`src/rtl/shot_controller.sv`:
```
// Two-tank shot sequencer: fire-key edge detection, per-tank launch/flight/cooldown
// FSMs, bullet retirement, hit detection, scoring and round reset.
module shot_controller #(
    parameter logic [7:0]  FIRE_KEY0  = 8'h09,
    parameter logic [7:0]  FIRE_KEY1  = 8'h33,
    parameter int unsigned COOLDOWN   = 30,
    parameter int unsigned MAX_FLIGHT = 120,
    parameter int unsigned HIT_RADIUS = 8,
    parameter int unsigned X_MAX      = 639,
    parameter int unsigned Y_MAX      = 479
) (
    input  logic       frame_clk,
    input  logic       Reset,
    input  logic [7:0] keycode,
    input  logic [9:0] Tank0X,
    input  logic [9:0] Tank0Y,
    input  logic [9:0] Tank1X,
    input  logic [9:0] Tank1Y,
    input  logic       Tank0Moving,
    input  logic       Tank1Moving,
    input  logic [9:0] Bullet0X,
    input  logic [9:0] Bullet0Y,
    input  logic [9:0] Bullet1X,
    input  logic [9:0] Bullet1Y,
    output logic       Fire0,
    output logic       Fire1,
    output logic       Kill0,
    output logic       Kill1,
    output logic       Active0,
    output logic       Active1,
    output logic       Hit0,
    output logic       Hit1,
    output logic [3:0] Score0,
    output logic [3:0] Score1,
    output logic       RoundReset
);

    localparam int unsigned CNT_TOP = (MAX_FLIGHT > COOLDOWN) ? MAX_FLIGHT : COOLDOWN;
    localparam int unsigned CW      = $clog2(CNT_TOP + 1);

    localparam logic [CW-1:0] FLIGHT_LAST = CW'(MAX_FLIGHT - 1);
    localparam logic [CW-1:0] COOL_LOAD   = CW'(COOLDOWN - 1);
    localparam logic [9:0]    RADIUS      = 10'(HIT_RADIUS);
    localparam logic [9:0]    X_LIM       = 10'(X_MAX);
    localparam logic [9:0]    Y_LIM       = 10'(Y_MAX);

    typedef enum logic [1:0] {IDLE, LAUNCH, FLIGHT, COOL} shot_state_t;

    shot_state_t   state_q [2];
    shot_state_t   state_d [2];
    logic [CW-1:0] cnt_q   [2];
    logic [CW-1:0] cnt_d   [2];
    logic [3:0]    score_q [2];
    logic [3:0]    score_d [2];

    logic [7:0] key_prev;
    logic [1:0] fire_q, fire_d, kill_q, kill_d, active_q, active_d, hit_q, hit_d;
    logic [1:0] req, oob, moving;
    logic       round_q, round_d;

    logic [1:0][9:0] bul_x, bul_y;
    logic [1:0][7:0] fire_key;

    assign fire_key = {FIRE_KEY1, FIRE_KEY0};
    assign bul_x    = {Bullet1X, Bullet0X};
    assign bul_y    = {Bullet1Y, Bullet0Y};
    assign moving   = {Tank1Moving, Tank0Moving};

    function automatic logic [9:0] abs_diff(input logic [9:0] a, input logic [9:0] b);
        return (a >= b) ? (a - b) : (b - a);
    endfunction

    function automatic logic in_box(input logic [9:0] bx, input logic [9:0] by,
                                    input logic [9:0] tx, input logic [9:0] ty);
        return (abs_diff(bx, tx) < RADIUS) && (abs_diff(by, ty) < RADIUS);
    endfunction

    always_comb begin
        req      = '0;
        oob      = '0;
        fire_d   = '0;
        kill_d   = '0;
        active_d = '0;
        // The flight counter is still 0 on the first flight frame, so it gates the hit test.
        hit_d[0] = (state_q[0] == FLIGHT) && (cnt_q[0] != '0) &&
                   in_box(Bullet0X, Bullet0Y, Tank1X, Tank1Y);
        hit_d[1] = (state_q[1] == FLIGHT) && (cnt_q[1] != '0) &&
                   in_box(Bullet1X, Bullet1Y, Tank0X, Tank0Y);
        round_d  = |hit_d;

        for (int unsigned i = 0; i < 2; i++) begin
            req[i]     = (keycode == fire_key[i]) && (key_prev != fire_key[i]);
            oob[i]     = (bul_x[i] > X_LIM) || (bul_y[i] > Y_LIM);
            state_d[i] = state_q[i];
            cnt_d[i]   = cnt_q[i];
            score_d[i] = score_q[i];

            case (state_q[i])
                IDLE: begin
                    if (req[i] && moving[i]) begin
                        state_d[i] = LAUNCH;
                        fire_d[i]  = 1'b1;
                    end
                end
                LAUNCH: begin
                    state_d[i] = FLIGHT;
                    cnt_d[i]   = '0;
                end
                FLIGHT: begin
                    if (hit_d[i] || oob[i] || (cnt_q[i] == FLIGHT_LAST)) begin
                        state_d[i] = COOL;
                        cnt_d[i]   = COOL_LOAD;
                        kill_d[i]  = 1'b1;
                    end else begin
                        cnt_d[i] = cnt_q[i] + 1'b1;
                    end
                end
                COOL: begin
                    if (cnt_q[i] == '0) state_d[i] = IDLE;
                    else                cnt_d[i]   = cnt_q[i] - 1'b1;
                end
            endcase

            // A round reset overrides any retirement or launch decided above.
            if (round_d) begin
                state_d[i] = IDLE;
                cnt_d[i]   = '0;
                fire_d[i]  = 1'b0;
                kill_d[i]  = (state_q[i] == FLIGHT);
            end

            active_d[i] = (state_d[i] == FLIGHT);
        end

        if (hit_d == 2'b01 && score_q[0] != 4'hF) score_d[0] = score_q[0] + 4'd1;
        if (hit_d == 2'b10 && score_q[1] != 4'hF) score_d[1] = score_q[1] + 4'd1;
    end

    always_ff @(posedge frame_clk or negedge Reset) begin
        if (!Reset) begin
            key_prev <= '0;
            state_q  <= '{IDLE, IDLE};
            cnt_q    <= '{default: '0};
            score_q  <= '{default: '0};
            fire_q   <= '0;
            kill_q   <= '0;
            active_q <= '0;
            hit_q    <= '0;
            round_q  <= 1'b0;
        end else begin
            key_prev <= keycode;
            state_q  <= state_d;
            cnt_q    <= cnt_d;
            score_q  <= score_d;
            fire_q   <= fire_d;
            kill_q   <= kill_d;
            active_q <= active_d;
            hit_q    <= hit_d;
            round_q  <= round_d;
        end
    end

    assign Fire0      = fire_q[0];
    assign Fire1      = fire_q[1];
    assign Kill0      = kill_q[0];
    assign Kill1      = kill_q[1];
    assign Active0    = active_q[0];
    assign Active1    = active_q[1];
    assign Hit0       = hit_q[0];
    assign Hit1       = hit_q[1];
    assign Score0     = score_q[0];
    assign Score1     = score_q[1];
    assign RoundReset = round_q;

endmodule

```
`config.mk`:
```
export PLATFORM = sky130hd
export DESIGN_NAME = shot_controller
export DESIGN_NICKNAME = d
export VERILOG_FILES = /design/src/rtl/shot_controller.sv
export SDC_FILE = /design/constraint.sdc
export NUM_CORES = 1
export LEC_CHECK = 0
export BUFFER_PORTS_ARGS = -buffer_cell sky130_fd_sc_hd__clkbuf_2
export CORE_MARGIN = 4
export CORE_UTILIZATION = 31
export CTS_CLUSTER_DIAMETER = 80
export DETAILED_ROUTE_END_ITERATION = 10
export SLEW_MARGIN = 30
export SYNTH_ARGS = -nofsm -noshare
export SYNTH_HDL_FRONTEND = slang
export SYNTH_SLANG_ARGS = --single-unit
```
`constraint.sdc`:
```
create_clock -name frame_clk -period 3.43 [get_ports frame_clk]
set_clock_uncertainty 0.15 [all_clocks]
set_input_delay 0.1715 -clock frame_clk [delete_from_list [all_inputs] [get_ports frame_clk]]
set_output_delay 0.1715 -clock frame_clk [all_outputs]
set_load 0.05 [all_outputs]
```
## After elaboration in Yosys (flattened, before gate mapping)

Index checks and enable logic that the tools add are counted.

| word-level totals | value |
|---|---|
| word-level logic and storage cells | 121 |
| bits of input ports | 92 |
| register bits after elaboration | 43 |
| output and inout port bits | 17 |

| operators by class | value |
|---|---|
| reduce and logical (&&, ||, !) cells | 29 |
| muxes and demuxes | 34 |
| equal/unequal tests | 20 |
| $add $sub $neg | 14 |
| magnitude comparators | 12 |

Operator list:

| cell | count |
|---|---|
| 10-bit subtractor | 8 |
| 7-bit 2-to-1 mux | 6 |
| 7-bit case mux with 3 select lines | 2 |
| 10-bit greater-or-equal comparator | 4 |
| 10-bit by 4-bit < comparator with 1-bit output, second input constant | 4 |
| 10-bit 2-to-1 mux | 4 |
| 10-bit > comparator, second input constant | 2 |
| 10-bit by 9-bit > comparator with 1-bit output, second input constant | 2 |
| 2-bit 2-to-1 mux | 8 |
| 2-bit case mux with 4 select lines | 2 |
| 7-bit by 1-bit adder with 7-bit output, second input constant | 2 |
| 2-bit == test, second input constant | 7 |
| 7-bit == test, second input constant | 2 |
| 7-bit logical NOT | 2 |
| 7-bit nonzero test | 2 |
| 7-bit by 1-bit subtractor with 7-bit output, second input constant | 2 |
| 1-bit logical AND | 12 |
| 1-bit 2-to-1 mux | 12 |
| 4-bit by 1-bit adder with 4-bit output, second input constant | 2 |
| 8-bit by 4-bit == test with 1-bit output, second input constant | 1 |
| 8-bit by 6-bit == test with 1-bit output, second input constant | 1 |
| 4-bit inequality test, second input constant | 2 |
| 8-bit by 4-bit inequality test with 1-bit output, second input constant | 1 |
| 8-bit by 6-bit inequality test with 1-bit output, second input constant | 1 |
| other kinds (7) | 18 |

## Longest topological paths before layout

Gate-level depths: netlist of run 1.

| depth | value |
|---|---|
| word-level depth | 11 |
| mapped depth | 15 |
| depth with buffers taken out | 12 |

## Least setup slack after synthesis of run 1

Ideal clock, no wire load.

| timing | value |
|---|---|
| path kind | input to register |
| start point | input port Tank0Y[4] |
| end point | register score_q (netlist bit Score0[3]) |
| stages on the path | 14 |
| buffers on the path | 2 |
| data arrival time | 2.743 ns |
| setup time | 0.128 ns |
| data required time | 3.152 ns |
| slack | 0.410 ns |
| cell sequence | inv_1 ha_1 buf_6 and2_4 a311oi_4 a21oi_2 a2111oi_4 o21bai_1 a211oi_1 and4_1 buf_6 nor2_1 nand4_1 mux2_1 |

| on the way | value |
|---|---|
| word-level cells in the longest chain between the ends | 7 |
| elaborated cells between the ends (all ways) | 9 |
| those cells by class | add/sub: 2; order compare: 2; eq/ne: 1; mux: 1; reduce/logical: 3 |

RTL lines:

| what | RTL line | source |
|---|---|---|
| from (decl) | 16 | `input logic [9:0] Tank0Y,` |
| 10-bit subtractor / 10-bit greater-or-equal comparator (equally long branches) | 70 | `return (a >= b) ? (a - b) : (b - a);` |
| 10-bit 2-to-1 mux * | 70 |  |
| 10-bit by 4-bit < comparator with 1-bit output * | 75 | `return (abs_diff(bx, tx) < RADIUS) && (abs_diff(by, ty) < RADIUS);` |
| 1-bit logical AND * | 75 |  |
| 1-bit logical AND * | 87 | `hit_d[1] = (state_q[1] == FLIGHT) && (cnt_q[1] != '0) &&` |
| 2-bit by 1-bit == test with 1-bit output * | 135 | `if (hit_d == 2'b01 && score_q[0] != 4'hF) score_d[0] = score_q[0] + 4'd1;` |
| 1-bit logical AND * | 135 |  |
| to (signal assigned) | 154 | `score_q <= score_d;` |
| to (decl) | 53 | `logic [3:0] score_q [2];` |

Mark *: on every way between the ends. The rest lies on a longest branch, timed or not.
A chain may end at the register's enable or synchronous reset.

## Final worst setup path of run 1

| timing | value |
|---|---|
| start point | input port Tank0X[3] |
| end point | register cnt_q[11] in the netlist's numbering |

| on the way | value |
|---|---|
| word-level cells in the longest chain between the ends | 8 |
| elaborated cells between the ends (all ways) | 12 |
| those cells by class | add/sub: 2; order compare: 2; eq/ne: 1; mux: 2; reduce/logical: 5 |

RTL lines:

| what | RTL line | source |
|---|---|---|
| from (decl) | 15 | `input logic [9:0] Tank0X,` |
| 10-bit subtractor / 10-bit greater-or-equal comparator (equally long branches) | 70 |  |
| 10-bit 2-to-1 mux * | 70 |  |
| 10-bit by 4-bit < comparator with 1-bit output * | 75 |  |
| 1-bit logical AND * | 75 |  |
| 1-bit logical AND * | 87 |  |
| 2-bit OR reduction * | 89 | `round_d = \|hit_d;` |
| 3-bit inequality test (no line) / 4-bit nonzero test (equally long branches) | -- |  |
| 2-bit AND reduction (no line) | -- |  |
| to (signal assigned) | 153 | `cnt_q <= cnt_d;` |
| to (decl) | 51 | `logic [CW-1:0] cnt_q [2];` |

Marks and branches as above.

==> results of run 1 <==
cell type report:
class / count / area share, %
Sequential cell: 43 / 14.5
Clock buffer: 5 / 1.68
Inverter: 109 / 5.50
Multi-Input combinational cell: 639 / 61.3
Timing Repair Buffer: 154 / 12.2
Clock inverter: 3 / 0.320
Tap cell: 265 / 4.46
power by group through the flow:
stage | registers, uW | logic [uW] | clock network (uW)
floorplan | 769 | 1260 | 0
global placement | 805 | 1670 | 0
detailed placement | 805 | 1690 | 0
CTS | 796 | 1710 | 494
global route | 824 | 1930 | 516
finish | 801 | 1710 | 486
what timing repair did:
item                      in CTS  in global routing
hold endpoints to repair      51                  0
hold buffers                   9                  0
gates resized for setup        0                  0
state kept, by name, indices dropped and copies added, names as in the netlist:
name	count
cnt_q	14
key_prev	8
Score0	4
Score1	4
state_q	4
active_q	2
fire_q	2
hit_q	2
kill_q	2
RoundReset	1
synth_stat cells, drive strengths merged, types with 6 or more instances:
library cell | number | area, um2
xor2 | 11 | 96.3
nor2 | 56 | 213
o21bai | 6 | 48.8
nand2b | 8 | 50.1
a21o | 13 | 97.6
nand3 | 29 | 145
a21oi | 58 | 313
ha | 88 | 1100
o21a | 12 | 90.1
nand4 | 10 | 77.6
inv | 108 | 405
and3 | 6 | 37.5
buf | 15 | 98.8
dfrtp | 43 | 1080
nor3 | 20 | 100
clkbuf | 15 | 56.3
and2 | 8 | 52.6
xnor2 | 11 | 96.3
nand2 | 71 | 267
a22oi | 6 | 45.0
a31oi | 16 | 100
o21ai | 46 | 230
o31ai | 7 | 52.6
nor4 | 12 | 81.3
nor2b | 15 | 93.8
or3 | 6 | 37.5
a211oi | 11 | 82.6
o211ai | 12 | 90.1
routing by layer:
metal / vias to the layer above / global-route usage, % / share of wire, %
li1: 3205 / - / -
met1: 2893 / 19.9 / 46
met2: 176 / 26.0 / 48
met3: 15 / 1.52 / 5.2
met4: 0 / 2.61 / 1.3
met5: - / 0 / 0
worst register-to-register path: stages (launching register included):
cell and delay (ns):
dfrtp_1 0.49, nor4_1 0.46, and3b_1 0.37, nor3_1 0.09, o21ai_0 0.09, o32ai_1 0.15
nand4_4 0.16, o31ai_2 0.08, buf_4 0.18, or3_1 0.43, o211ai_1 0.12
path summary, 6_finish.rpt:
kind                               end  slack, ns         from  depth (start not counted)
setup / recovery             cnt_q[11]       0.21    Tank0X[3]                         13
hold / removal               fire_q[0]       0.15  Tank0Moving                          5
setup reg to reg             cnt_q[11]       0.58     cnt_q[9]                         10
hold reg to reg              Score1[3]       0.35    Score1[3]                          1
max in group asynchronous     cnt_q[9]       2.41        Reset                          3
min in group asynchronous  key_prev[2]       0.33        Reset                          3
per-stage QoR:
stage	TNS, ns	total power (uW)	instances	cell area [um2]	setup slack [ns]
after floorplan	0	2030	821	6190	0.410
after global placement	0	2480	1201	7190	0.00405
after detailed placement	-0.119	2500	1201	7190	-0.0427
after CTS	0	3000	1218	7430	0.260
after global routing	0	3270	1218	7430	0.00951
final	0	2990	1218	7430	0.215
cells by family (layout without fill, tap and decap cells):
family / count (synthesis) / in the layout
and+or+nand+nor: 275 / 275
AOI/OAI and AO/OA: 244 / 244
buffers and inverters: 139 / 271
adders and majority gates: 88 / 88
DFF: 43 / 43
xor gates and xnor gates: 22 / 22
muxes: 10 / 10
==> metrics.yaml, run 1 <==
status: "finished, final reports clean"
cts_tree: "built"
synth_seq_area_share_pct: 17.4
ioPinCount: 109
wl_um: 16700
pwr-share-comb_pct: 57.0
end_kind: "flip-flop"
synthAdderAreaFrac_pct: 17.8
final_util_pct: 37.9
vias_per_cell: 5.16
dr.pass1.iters: 5
ys_ff_latch: 43
crit_arrival_ns: 3.23
slowest_stage: "a2111oi_0"
dieArea_mm2: 0.0223
finalMaxSlewViolations: 0
final_cell_mix: "inv_1 (108), clkbuf_2 (108), ha_1 (88)"
rsz0062_at_grt: "false"
min_period_over_period_pct: 93.7
power.switching_uw: 1370
power.leakage_uw: 0.00374
ys.flop_type: "dfrtp_1"
synthArstFlopShare_pct: 100
power_frac_clock_pct: 16.2
clk_pin_slew_ns: 0.07
diodes: 0
worstSetupPathType: "in2reg"
rows: 51
synth_top_family_by_area: "compound AO/OA/AOI/OAI gates"
dp_hpwl_um: 14100
crit_chain: "clkbuf_2, inv_1, ha_1, a21oi_1, o221ai_1, a2111oi_0, nor3_1, nor4_1, nand4b_1, o31ai_2, buf_4, or3_1, o211ai_1"
register_area_mm2: 0.00108
cp_top_family: "compound AO/OA/AOI/OAI gates"
max_stage_delay_ns: 0.64
drtIter0Drc: 400
post-route-min-period_ns: 3.22
start_kind: "primary input"
fillers: 2066
vias: 6289
grt_pass1_wl_um: 28200
syn-num-nets: 1001
synth_area_mm2: 0.00619
postCtsSetupBuffers: 0
synth_cell_types: 87
die_h_um: 149
p_sw_share_pct: 45.9
synth_edf_count: 0
ant_nets: 0
drc_errors: 0
ir_worst_vdd_uv: 232
worst_slew_pin_slew_ns: 0.626
intPower_uw: 1620
gp_congestion: 0.924
cts-htree-levels: 2
cts_num_sinks: 43
core-area_mm2: 0.0196
yosysWarningCount: 0
powerDensity_mw_per_mm2: 403
initial_core_util_pct: 31.6
synthSimpleGateAreaFrac_pct: 23.4
drive_above_1_share_pct: 18.9
p_seq_share_pct: 26.8
syn_avg_cell_area_um2: 7.55
hold_class: "in2reg"
fmax_mhz: 311
grt_pass1_vias: 6030
hold_viol_final: 0
antenna_found_initial: 0
grt_max_degree: 44
die_x_um: 149
holdWs_ns: 0.151
wl_per_cell_um: 13.8
required_ns: 3.44
clk_latency_ns: 0.29
synthMuxAreaShare_pct: 1.72
crit_buf_inv: 3
portBuffers: 108
numCtsBuffers: 5
grt.total_usage_pct: 14.8
path_max_fanout: 13
multi_input_area_mm2: 0.00456
clock_path_buffers: 2
clockRootBuffer: "clkbuf_16"
overflow: 0
nNetsFinal: 1132
maxCapViolations: 0
setup_viol: 0
synth_compound_gate_area_share_pct: 27.5
yosys.area_share.xor_xnor_pct: 3.11
synthCells: 821
synthToLayoutAreaGrowth_pct: 20.0
slew_headroom_pct: 57.2
Power figures use the tool's default switching activity.
==> run 2: changes to the inputs <==
- RECOVER_POWER: default -> 50
==> run 2 against run 1 <==
The run now ends with capacitance limit, slew limit left. Maximum frequency is essentially flat. Final area shrank 0.15%. Sequential power is essentially flat. Sequential share of layout area is essentially flat. Worst setup slack is essentially flat. Clock-buffer cell count is the same. Critical endpoint unchanged.
==> metrics.yaml, run 2 (same netlist as run 1, synthesis figures left out) <==
status: "complete, but fails checks"
violations: "capacitance limit, slew limit"
synthToLayoutAreaGrowth_pct: 19.8
wl_um: 16800  # +0.22%
stdcell_count: 1218  # unchanged
clock_path_buffers: 2  # unchanged
core-area_mm2: 0.0196  # unchanged
place_inst: 1201  # unchanged
slew_headroom_pct: -52.7  # -110 points
vias_per_cell: 5.15  # -0.17%
nNetsFinal: 1132  # unchanged
gp_congestion: 0.924  # unchanged
clk_pin_slew_ns: 0.07  # about the same
portBuffers: 108  # unchanged
antenna_found_initial: 0  # unchanged
final_common_cell: "inv_1"
powerDensity_mw_per_mm2: 403  # +0.11%
r2r_cells: 10  # unchanged
r2r_slack_ns: 0.58  # about the same
holdWs_ns: 0.149  # -0.00155 ns
crit-reg2reg-capture: "cnt_q[11]"
setup_viol: 0  # unchanged
power.leakage_uw: 0.00371  # -0.57%
clk_latency_ns: 0.29  # about the same
overflow: 0  # unchanged
fillers: 2067  # +0.048%
grt_max_degree: 44  # unchanged
start_kind: "primary input"
p_total_uw: 2990  # about the same
final_cell_mix: "inv_1 (108), clkbuf_2 (102), ha_1 (88)"
fmax_mhz: 311  # about the same
worstSetupPathType: "in2reg"
reg_top3: "cnt_q (14), key_prev (8)"
hold_viol_final: 0  # unchanged
cts_tree: "built"
required_ns: 3.44  # about the same
grt.total_usage_pct: 14.8  # unchanged
dieArea_mm2: 0.0223  # unchanged
finalMaxSlewViolations: 44  # +44
cts-htree-levels: 2  # unchanged
die_h_um: 149  # unchanged
die_x_um: 149  # unchanged
end_kind: "flip-flop"
rows: 51  # unchanged
grt_pass1_wl_um: 28200  # unchanged
wl_per_cell_um: 13.8  # +0.22%
diodes: 0  # unchanged
cts_num_sinks: 43  # unchanged
maxCapViolations: 1  # +1
reg2reg_from: "cnt_q[9]"
post-route-min-period_ns: 3.22  # +0.0000150 ns
min_period_over_period_pct: 93.7  # about the same
numCtsBuffers: 5  # unchanged
initial_core_util_pct: 31.6  # unchanged
drive_above_1_share_pct: 18.2  # -0.73 points
vias: 6278  # -0.17%
rsz0062_at_grt: "false"
hold_class: "in2reg"
dp_hpwl_um: 14100  # unchanged
clockRootBuffer: "clkbuf_16"
drc_errors: 0  # unchanged
ioPinCount: 109  # unchanged
crit_arrival_ns: 3.23  # about the same
postCtsSetupBuffers: 0  # unchanged
ir_worst_vdd_uv: 233  # +0.12%
ant_nets: 0  # unchanged
path_max_fanout: 13  # unchanged
regMostFlops: "cnt_q"
worst_slew_pin_slew_ns: 2.29  # +1.66 ns
crit_start: "Tank0X[3]"
largest_reg_flops: 14  # unchanged
dr.pass1.iters: 5  # unchanged
endpoint: "cnt_q[11]"
drtIter0Drc: 447  # +12%
grt_pass1_vias: 6030  # unchanged
## run 2: power breakdown
part | internal [uW] | total [uW] | switching [uW]
Combinational | 717 | 1700 | 988
Sequential | 629 | 802 | 173
Clock | 272 | 484 | 212
Total | 1620 | 2990 | 1370
## run 2: layout make-up
cell class | instances | area, um2 | share of cell area, %
inverter | 109 | 409 | 5.51
clock inverter | 3 | 23.8 | 0.320
tap | 265 | 332 | 4.47
timing repair buffer | 154 | 897 | 12.1
multi-input combinational | 639 | 4560 | 61.4
clock buffer | 5 | 125 | 1.69
sequential | 43 | 1080 | 14.5
## run 2: worst min path at each step
stage / startpoint / end / slack [ns] / depth (start not counted)
6_report: Tank0Moving / fire_q[0] / 0.15 / 5
5_1_grt: Tank0Moving / fire_q[0] / 0.19 / 5
4_1_cts: Tank0Moving / fire_q[0] / 0.16 / 5
3_5_place_dp: Reset / key_prev[6] / 0.13 / 2
3_3_place_gp: Reset / key_prev[0] / 0.13 / 2
2_1_floorplan: Reset / RoundReset / -0.27 / 0
## run 2: metal layers
metal	wire, um	global-route usage, %
met5	0	0
met3	872	1.52
met2	7960	26.0
met4	216	2.61
met1	7730	19.9
## run 2: worst max-delay path, cell delays in order
cell and delay, ns:
clkbuf_2 0.09, inv_1 0.04, ha_1 0.38, a21oi_1 0.31, o221ai_1 0.18, a2111oi_0 0.64, nor3_1 0.14, nor4_1 0.32
nand4b_1 0.16, o31ai_2 0.25, buf_4 0.23, or3_1 0.20, o211ai_1 0.11
## run 2: per-stage QoR
| step | util, % | instance area [um2] | setup TNS, ns | setup WS, ns |
|---|---|---|---|---|
| after floorplan | - | 6190 | 0 | 0.410 |
| after global placement | 36.7 | 7190 | 0 | 0.00405 |
| after detailed placement | 36.7 | 7190 | -0.119 | -0.0427 |
| after CTS | 37.9 | 7430 | 0 | 0.260 |
| after global routing | 37.9 | 7420 | 0 | 0.00951 |
| final | 37.9 | 7420 | 0 | 0.215 |
## run 2: repair_timing
| item | CTS | global route |
|---|---|---|
| gates resized for setup | 0 | 0 |
| hold buffers | 9 | 0 |
| endpoints found under the hold margin | 51 | 0 |
